--- src/rtl/axil_reg_master.sv ---
// AXI4-Lite register initiator: one host command in, one AXI-Lite transaction out, one response back.
// Optional watchdog built only when AXIL_TIMEOUT_EN is defined.
module axil_reg_master #(
    parameter int                      C_ADDR_WIDTH     = 32,
    parameter int                      C_DATA_WIDTH     = 32,
    parameter logic [C_ADDR_WIDTH-1:0] C_BASEADDR       = 32'h11000000,
    parameter int                      C_TIMEOUT_CYCLES = 1024
) (
    input  logic                      axi_aclk,
    input  logic                      axi_reset,

    input  logic                      cmd_valid,
    output logic                      cmd_ready,
    input  logic                      cmd_write,
    input  logic [C_ADDR_WIDTH-1:0]   cmd_addr,
    input  logic [C_DATA_WIDTH-1:0]   cmd_wdata,
    input  logic [C_DATA_WIDTH/8-1:0] cmd_wstrb,

    output logic                      rsp_valid,
    input  logic                      rsp_ready,
    output logic [C_DATA_WIDTH-1:0]   rsp_rdata,
    output logic [1:0]                rsp_resp,
    output logic                      rsp_timeout,

    output logic [C_ADDR_WIDTH-1:0]   M_AXI_AWADDR,
    output logic                      M_AXI_AWVALID,
    input  logic                      M_AXI_AWREADY,
    output logic [C_DATA_WIDTH-1:0]   M_AXI_WDATA,
    output logic [C_DATA_WIDTH/8-1:0] M_AXI_WSTRB,
    output logic                      M_AXI_WVALID,
    input  logic                      M_AXI_WREADY,
    input  logic [1:0]                M_AXI_BRESP,
    input  logic                      M_AXI_BVALID,
    output logic                      M_AXI_BREADY,
    output logic [C_ADDR_WIDTH-1:0]   M_AXI_ARADDR,
    output logic                      M_AXI_ARVALID,
    input  logic                      M_AXI_ARREADY,
    input  logic [C_DATA_WIDTH-1:0]   M_AXI_RDATA,
    input  logic [1:0]                M_AXI_RRESP,
    input  logic                      M_AXI_RVALID,
    output logic                      M_AXI_RREADY
);

    if (C_DATA_WIDTH != 32 || C_TIMEOUT_CYCLES < 2) begin : g_param_check
        $error("axil_reg_master: C_DATA_WIDTH must be 32 and C_TIMEOUT_CYCLES at least 2");
    end

    typedef enum logic [2:0] {
        IDLE  = 3'd0,
        WRITE = 3'd1,
        WRESP = 3'd2,
        READ  = 3'd3,
        RDATA = 3'd4,
        RESP  = 3'd5
    } state_t;

    state_t                      state_q, state_d;
    logic                        aw_done_q, aw_done_d;
    logic                        w_done_q, w_done_d;
    logic                        accept;
    logic                        capture_b, capture_r, timeout_hit;
    logic [C_ADDR_WIDTH-1:0]     addr_q;
    logic [C_DATA_WIDTH-1:0]     wdata_q;
    logic [C_DATA_WIDTH/8-1:0]   wstrb_q;
    logic [C_DATA_WIDTH-1:0]     rsp_rdata_q;
    logic [1:0]                  rsp_resp_q;
    logic                        rsp_tmo_q;

    // Handshake outputs decode straight from state so an async reset drops them at once.
    assign cmd_ready     = (state_q == IDLE) && !axi_reset;
    assign rsp_valid     = (state_q == RESP);
    assign M_AXI_AWVALID = (state_q == WRITE) && !aw_done_q;
    assign M_AXI_WVALID  = (state_q == WRITE) && !w_done_q;
    assign M_AXI_BREADY  = (state_q == WRESP);
    assign M_AXI_ARVALID = (state_q == READ);
    assign M_AXI_RREADY  = (state_q == RDATA);
    assign M_AXI_AWADDR  = addr_q;
    assign M_AXI_ARADDR  = addr_q;
    assign M_AXI_WDATA   = wdata_q;
    assign M_AXI_WSTRB   = wstrb_q;
    assign rsp_rdata     = rsp_rdata_q;
    assign rsp_resp      = rsp_resp_q;
    assign accept        = cmd_valid && cmd_ready;

`ifdef AXIL_TIMEOUT_EN
    localparam int CNT_W = $clog2(C_TIMEOUT_CYCLES + 1);
    logic [CNT_W-1:0] cnt_q;
    logic             busy;

    assign busy        = (state_q == WRITE) || (state_q == WRESP) ||
                         (state_q == READ)  || (state_q == RDATA);
    assign rsp_timeout = rsp_tmo_q;

    always_ff @(posedge axi_aclk or posedge axi_reset) begin
        if (axi_reset) begin
            cnt_q <= '0;
        end else if (busy) begin
            cnt_q <= cnt_q + CNT_W'(1);
        end else begin
            cnt_q <= '0;
        end
    end
`else
    assign rsp_timeout = 1'b0;
`endif

    always_comb begin
        state_d     = state_q;
        aw_done_d   = aw_done_q;
        w_done_d    = w_done_q;
        capture_b   = 1'b0;
        capture_r   = 1'b0;
        timeout_hit = 1'b0;
        case (state_q)
            IDLE: begin
                aw_done_d = 1'b0;
                w_done_d  = 1'b0;
                if (accept) state_d = cmd_write ? WRITE : READ;
            end
            WRITE: begin
                if (M_AXI_AWVALID && M_AXI_AWREADY) aw_done_d = 1'b1;
                if (M_AXI_WVALID && M_AXI_WREADY)   w_done_d  = 1'b1;
                if (aw_done_d && w_done_d)          state_d   = WRESP;
            end
            WRESP: begin
                if (M_AXI_BVALID) begin
                    capture_b = 1'b1;
                    state_d   = RESP;
                end
            end
            READ: begin
                if (M_AXI_ARREADY) state_d = RDATA;
            end
            RDATA: begin
                if (M_AXI_RVALID) begin
                    capture_r = 1'b1;
                    state_d   = RESP;
                end
            end
            RESP: begin
                if (rsp_ready) state_d = IDLE;
            end
            default: state_d = IDLE;
        endcase
`ifdef AXIL_TIMEOUT_EN
        // Watchdog only fires when no handshake moved the FSM this cycle.
        if (busy && cnt_q == CNT_W'(C_TIMEOUT_CYCLES - 1) && state_d == state_q) begin
            timeout_hit = 1'b1;
            state_d     = RESP;
        end
`endif
    end

    always_ff @(posedge axi_aclk or posedge axi_reset) begin
        if (axi_reset) begin
            state_q   <= IDLE;
            aw_done_q <= 1'b0;
            w_done_q  <= 1'b0;
        end else begin
            state_q   <= state_d;
            aw_done_q <= aw_done_d;
            w_done_q  <= w_done_d;
        end
    end

    always_ff @(posedge axi_aclk or posedge axi_reset) begin
        if (axi_reset) begin
            addr_q      <= '0;
            wdata_q     <= '0;
            wstrb_q     <= '0;
            rsp_rdata_q <= '0;
            rsp_resp_q  <= 2'b00;
            rsp_tmo_q   <= 1'b0;
        end else begin
            if (accept) begin
                addr_q  <= cmd_addr + C_BASEADDR;
                wdata_q <= cmd_write ? cmd_wdata : '0;
                wstrb_q <= cmd_write ? cmd_wstrb : '0;
            end
            if (capture_b) begin
                rsp_rdata_q <= '0;
                rsp_resp_q  <= M_AXI_BRESP;
                rsp_tmo_q   <= 1'b0;
            end else if (capture_r) begin
                rsp_rdata_q <= M_AXI_RDATA;
                rsp_resp_q  <= M_AXI_RRESP;
                rsp_tmo_q   <= 1'b0;
            end else if (timeout_hit) begin
                rsp_rdata_q <= '0;
                rsp_resp_q  <= 2'b10;
                rsp_tmo_q   <= 1'b1;
            end
        end
    end

endmodule

--- config.mk ---
export PLATFORM = sky130hd
export DESIGN_NAME = axil_reg_master
export DESIGN_NICKNAME = d
export VERILOG_FILES = /design/src/rtl/axil_reg_master.sv
export SDC_FILE = /design/constraint.sdc
export NUM_CORES = 1
export LEC_CHECK = 0
export CORE_ASPECT_RATIO = 0.9
export CORE_UTILIZATION = 39
export CTS_CLUSTER_DIAMETER = 100
export DETAILED_ROUTE_END_ITERATION = 10
export MAX_ROUTING_LAYER = met4
export PLACE_DENSITY = 0.93
export SLEW_MARGIN = 10
export SYNTH_ARGS = -nofsm -noshare
export SYNTH_HDL_FRONTEND = slang
export SYNTH_SLANG_ARGS = --single-unit
--- constraint.sdc ---
create_clock -name axi_aclk -period 3.9 [get_ports axi_aclk]
set_clock_uncertainty 0.15 [all_clocks]
set_input_delay 0.39 -clock axi_aclk [delete_from_list [all_inputs] [get_ports axi_aclk]]
set_output_delay 0.39 -clock axi_aclk [all_outputs]
set_load 0.05 [all_outputs]
==> results.md, run 1 <==
- Status: complete, no violations
- GRT Total Usage: 21.3%
- Syn_area_per_cell: around 12 µm²
- CTS Buf Count: 9
- Post-Route Utilization: 63.8%
- Fin crit share: 72.0%
- Syn-to-layout area delta: 57.5%
- FF-to-FF path depth: 4
- Post-detailed-route wirelength per cell: 16.2 µm
- Synth Register Bits: between 100 and 150
- Initial Utilization: roughly two fifths
- Setup crit end: M_AXI_WVALID
- Multi-input gate area: about 1600 µm²
- Vias/cell: 4.82
- Leading area contributor after synthesis: dfrtp_1
- Largest net degree at the start of global routing: 69
- Crit path time final: about 2800 ps
- I/O Pins: 256
- First-pass GRT wire length: slightly below 20000 µm
- Design Power: around 7.3 mW
- Max Clk Rate: 356 MHz
- Layout cells sized above 1: 9.15%
- R2r setup slk: 1260 ps
- Final Net Count: between 700 and 800
- Clock Path Buffers: 2
- Req. time, crit path: 3360 ps
- RSZ-0062 raised after global routing: no
- Async set or reset register ratio after synthesis: 100%
- Fillers: approximately 900
- Cell Rows: 37
- Post-Synthesis Net Count: 521
- Post-DP Area: a little over 7000 µm²
- Placed insts: 763
- Yosys warnings: 0
- Final Setup Violations: 0
- Grt ovf: 0
- Post-DP HPWL: roughly 9300 µm
- Cts repair resizes: 0
- Vias in the first global route: 3742
- Non-filler cells, final: 779
- Cell area after layout: 7390 µm²
- Cell Pwr Density: 988 nW/µm²
- Via Count: between 3000 and 4000
- Setup TNS: 0 ps
- Share of the synthesized area in the top cell type: 57.1%
- Drt pass-1 iters: 4
- Clk slew on worst S/H paths: 70 ps
- Post-synth cell types: 36
- DRT Wirelength: 12600 µm
- Clk Tree Root Cell: clkbuf_16
- Hold Fails Final Rpt: 0
- Post-cts hold buffer count: 0
- Synth area leaders: dfrtp_1, mux2_4, nand2_1
- Final Max Tran Viols: 0
- H-tree depth: 3
- Synth Flop Type: dfrtp_1
- ANT cells: 0
- Worst-margin pin slew: around 940 ps
- Worst setup path start: state_q[1]$_DFFE_PP0P_
- Later-pin clock latency in the skew report: 350 ps
- Die ar.: 12500 µm²
- CTS tree: done
- Crit path kind: register to output pin
- EDFF count, synth: 0
- Port bufs: 254
- Drt initial violations: 234
- Crit start category: register
- Max Cap Viol: 0
- Gate Count Post-Synth: 406
- DRC Markers: 0
- Clock sinks: 107
- Post-CTS repair timing setup buffer count: 0
- Die width: 118 µm
- Mapped cell area: 4690 µm²
- Routability-driven placement congestion ratio: 0.809
- Die height: between 100 and 150 µm
- Worst-path fanout max: 13
- VDD IR max: 0.616 mV
- Crit path capture type: output pin
- Core Area: 11600 µm²
- Final ANT Viol Nets: 0
- Max-Slew Margin vs Limit: 37.4%
- Antenna violations before repair: 0
- Reg2Reg Launch Point: state_q[1]$_DFFE_PP0P_
- Register Area: 2680 µm²
- Arr. time, crit path: 2270 ps
- Hold crit path type: register to register
- Register area share after synthesis: 57.1%
- Leakage: between 3 and 4 nW
- Reg-to-Reg End: M_AXI_WDATA[20]$_DFFE_PP0P_
worst max-delay path: stages (launching register included):
cell	delay (ps)
dfrtp_1	520
nor2_1	300
nand2_1	140
nor2_1	150
clkdlybuf4s50_1	810
area by class of cell:
type,count,share of cell area [%]
clock inverter,6,0.982
tap,156,2.64
inverter,3,0.203
timing repair buffer,260,35.0
clock buffer,10,3.24
multi-input combinational,237,21.7
sequential,107,36.2
stage by stage:
stage	hold WS, ps	worst slack, ps
after floorplan	335	749
after global placement	311	1310
after detailed placement	320	1200
after CTS	336	1110
after global routing	357	979
final	332	1090
registers in the layout, summed over array words and instances (netlist names):
| register | cells |
|---|---|
| aw_done_q | 1 |
| w_done_q | 1 |
| M_AXI_WSTRB | 4 |
| rsp_rdata | 32 |
| M_AXI_ARADDR | 32 |
| M_AXI_WDATA | 32 |
| state_q | 3 |
| rsp_resp | 2 |
kinds of logic (layout without fill, tap and decap cells):
logic type               count (synthesis)  after routing  synth area share (%)
buffers and inverters                   62            279                  9.04
multiplexers                            27             27                  8.64
AND/OR/NAND/NOR                        114            114                  10.8
adder cells (fa/ha/maj)                  1              1                 0.267
AO/OA/AOI/OAI                           88             88                  12.9
other                                    1              1                0.0800
flip-flops                             107            107                  57.1
XOR/XNOR                                 6              6                  1.12
cells in the final DEF (no fill, tap or decap), types with 2 or more instances in the layout:
cell / instances
xor2_1: 3
o21a_1: 2
a22oi_1: 2
nand2_1: 85
clkinv_4: 2
clkbuf_16: 9
inv_1: 2
o21ai_0: 44
nor2_1: 11
nand2b_1: 3
mux2_4: 27
nand3_1: 4
clkdlybuf4s50_1: 254
a22o_1: 32
dfrtp_1: 107
a21oi_1: 2
buf_4: 6
xnor2_1: 3
routing by layer:
layer | vias to the layer above | wire length, µm | global-route usage, %
met1 | 1795 | 5330 | 26.4
met3 | 17 | 802 | 5.47
li1 | 1771 | - | -
met4 | 0 | 209 | 8.33
met5 | - | 0 | -
met2 | 172 | 6250 | 33.6
cell usage after synthesis, drive strengths merged (2+ instances only):
master and count:
xor2 3, o21ai 45, a21oi 2, nand3 5, nor2 12, o21a 2
dfrtp 107, and4bb 2, buf 48, nand2b 3, inv 3, a22oi 2
nand2 86, mux2 27, clkbuf 11, a22o 32, xnor2 3
how the worst min path moves through the flow:
stage                                      startpoint                           to  cells after the start
after floorplan                 aw_done_q$_DFFE_PP0P_        aw_done_q$_DFFE_PP0P_                      2
after global placement        rsp_resp[0]$_DFFE_PP0P_      rsp_resp[0]$_DFFE_PP0P_                      2
after detailed placement   M_AXI_WDATA[3]$_DFFE_PP0P_   M_AXI_WDATA[3]$_DFFE_PP0P_                      2
after CTS                  M_AXI_WDATA[3]$_DFFE_PP0P_   M_AXI_WDATA[3]$_DFFE_PP0P_                      2
after global routing       M_AXI_WSTRB[1]$_DFFE_PP0P_   M_AXI_WSTRB[1]$_DFFE_PP0P_                      2
final                     M_AXI_WDATA[29]$_DFFE_PP0P_  M_AXI_WDATA[29]$_DFFE_PP0P_                      2
power breakdown:
group | internal (mW) | total [mW] | switching, mW
logic | 1.56 | 4.42 | 2.86
registers | 1.56 | 1.94 | 0.379
clock network | 0.523 | 0.941 | 0.418
Note: power is estimated with default switching activity, not from simulation.
==> run 2: changes to the inputs <==
CORE_UTILIZATION = 35   (was 39)
PLACE_DENSITY = 0.88   (was 0.93)
clock period = 2.3 ns   (was 3.9 ns; I/O delays follow)
==> run 2 against run 1 <==
Effect of this change: worst setup slack got worse by 910 ps; largest power group unchanged; first-iteration DRC count is 34% lower; sequential share of layout area down 0.27 points; global-route usage is 2.1 points lower; critical endpoint unchanged; flip-flop and latch count did not move; worst hold slack worse by 52 ps; critical path type unchanged.
==> results.md, run 2 (same netlist as run 1, synthesis figures left out) <==
- Final Setup Violations: 0 (unchanged)
- Core Area: 12900 µm² (+11%)
- Cell Pwr Density: 1680 nW/µm² (+70%)
- Clk pwr share: 13.7% (+0.8 points)
- Crit path capture type: output pin
- Crit path time final: 2120 ps
- GRT Total Usage: 19.2% (-2.1 points)
- Final Net Count: 733 (unchanged)
- Hold WS: 280 ps (-52.1 ps)
- Commonest non-fill, non-tap cell in the layout: clkdlybuf4s50_1
- Final ANT Viol Nets: 0 (unchanged)
- Comb power frac: 60.4% (about the same)
- Die ar.: 13900 µm² (+11%)
- Later-pin clock latency in the skew report: 350 ps (about the same)
- Internal power: 6.28 mW (+72%)
- Grt ovf: 0 (unchanged)
- Sequential Power Share: 25.9% (-0.7 points)
- Cell Rows: 39 (+5.4%)
- Via Count: 3746 (-0.24%)
- Arr. time, crit path: 1740 ps (-530 ps)
- Initial Utilization: 36.4% (-4.1 points)
- DRC Markers: 0 (unchanged)
- Final Max Tran Viols: 0 (unchanged)
- Crit path kind: register to output pin
- Crit start category: register
- Max Cap Viol: 0 (unchanged)
- ANT cells: 0 (unchanged)
- Commonest non-fill, non-tap cells in the layout: clkdlybuf4s50_1, dfrtp_1, nand2_1
- Clock sinks: 107 (unchanged)
- RSZ-0062 raised after global routing: no
- Post-cts hold buffer count: 0 (unchanged)
- Met3 Use GR: 5.89% (+0.42 points)
- Drt initial violations: 154 (-34%)
- Slowest stage delay, CP: 540 ps (-270 ps)
- Grt peak-use layer: met2
- Worst-margin pin slew: 563 ps (-375 ps)
- Worst-path fanout max: 13 (unchanged)
- Antenna violations before repair: 0 (unchanged)
- Crit-path cells: nor2_1 -> nand2_1 -> nor2_1 -> buf_12
- Die height: 112 µm (+5.5%)
- Port bufs: 254 (unchanged)
- Routability-driven placement congestion ratio: 0.808 (about the same)
- Die width: 124 µm (+5.5%)
- Hold Fails Final Rpt: 0 (unchanged)
- CTS Buf Count: 9 (unchanged)
- Sw power: 6.21 mW (+70%)
- Worst path most repeated cell: nor2_1
- Req. time, crit path: 1920 ps (-1440 ps)
- Cell area after layout: 7440 µm² (+0.75%)
- Layout cells sized above 1: 10.4% (+1.3 points)
- Cts repair resizes: 0 (unchanged)
- Post-route setup slack: 181 ps (-910 ps)
- Post-DP HPWL: 9370 µm (+1.1%)
- Hold crit path type: primary input to register
- R2r setup slk: 390 ps (-870 ps)
- Syn-to-layout area delta: 58.7%
- Largest net degree at the start of global routing: 108 (+57%)
- VDD IR max: 0.944 mV (+53%)
- DRT Wirelength: 12700 µm (+0.88%)
- Max Clk Rate: 472 MHz
- Fin crit share: just over 90%
- Post-Route Utilization: 57.8% (-6.1 points)
- Post-DP Area: 7110 µm² (+0.51%)
- Post-CTS repair timing setup buffer count: 0 (unchanged)
- Leakage: 3.32 nW (+1.1%)
- CTS tree: done
- Placement Setup Slack: 272 ps (-927 ps)
- Vias in the first global route: 3871 (+3.4%)
- Drt pass-1 iters: 4 (unchanged)
- Clock Path Buffers: 2 (unchanged)
- H-tree depth: 3 (unchanged)
- Clk Tree Root Cell: clkbuf_16
- Max-Slew Margin vs Limit: 62.4% (+25 points)
- Post-detailed-route wirelength per cell: 16.1 µm (-0.14%)
- I/O Pins: 256 (unchanged)
- GRT met2 Usage: 31.3% (-2.3 points)
- CP max stage cell: dfrtp_1
- Met1 Use GR: 22.2% (-4.1 points)
- First-pass GRT wire length: 19800 µm (-0.24%)
- Clk slew on worst S/H paths: 80 ps (about the same)
- Switching Fraction: 49.7% (-0.36 points)
- Status: complete, no violations
- Vias/cell: 4.76 (-1.3%)
## run 2: power by group through the flow
stage	Sequential [mW]	Combinational (mW)	Clock, mW
after floorplan	5.63	2.95	0
after global placement	3.21	7.47	0
after detailed placement	3.25	7.57	0
after CTS	3.24	7.59	1.77
after global routing	3.35	7.85	1.86
final	3.24	7.54	1.71
## run 2: layout make-up
cell class	instances	area, µm²
fill	1044	5440
tap	164	205
timing repair buffer	260	2610
multi-input combinational	237	1610
sequential	107	2680
inverter	3	15.0
clock buffer	9	225
clock inverter	7	105
## run 2: layer usage
metal  share of wire, %  wire, µm  vias up
li1                   -         -     1770
met1                 41      5220     1779
met3                8.0      1020       18
met4                1.7       214        0
met5                  0         0        -
met2                 49      6260      179
## run 2: through the flow
| stage | setup TNS, ps | total power, mW | cells |
|---|---|---|---|
| after global routing | 0 | 13.0 | 787 |
| after detailed placement | 0 | 10.8 | 771 |
| after CTS | 0 | 12.6 | 787 |
| after floorplan | -41860 | 8.59 | 406 |
| after global placement | 0 | 10.7 | 771 |
| final | 0 | 12.5 | 787 |
## run 2: final timing paths
path                            cells past startpoint                     from                      endpoint
max in group asynchronous                           3                axi_reset  M_AXI_ARADDR[25]$_DFFE_PP0P_
worst min register to register                      2  rsp_resp[0]$_DFFE_PP0P_       rsp_resp[0]$_DFFE_PP0P_
min in group asynchronous                           3                axi_reset          w_done_q$_DFFE_PP0P_
worst max register to register                      3   state_q[0]$_DFFE_PP0P_     rsp_rdata[26]$_DFFE_PP0P_
worst min-delay path                                3            cmd_wdata[21]   M_AXI_WDATA[21]$_DFFE_PP0P_
worst max-delay path                                4   state_q[1]$_DFFE_PP0P_                  M_AXI_WVALID
## run 2: worst max-delay path: cells and delay by family, from the launching register on
kind / cells / cell delay (ps)
buffers and inverters: 1 / 170
DFF: 1 / 540
and+or+nand+nor: 3 / 690
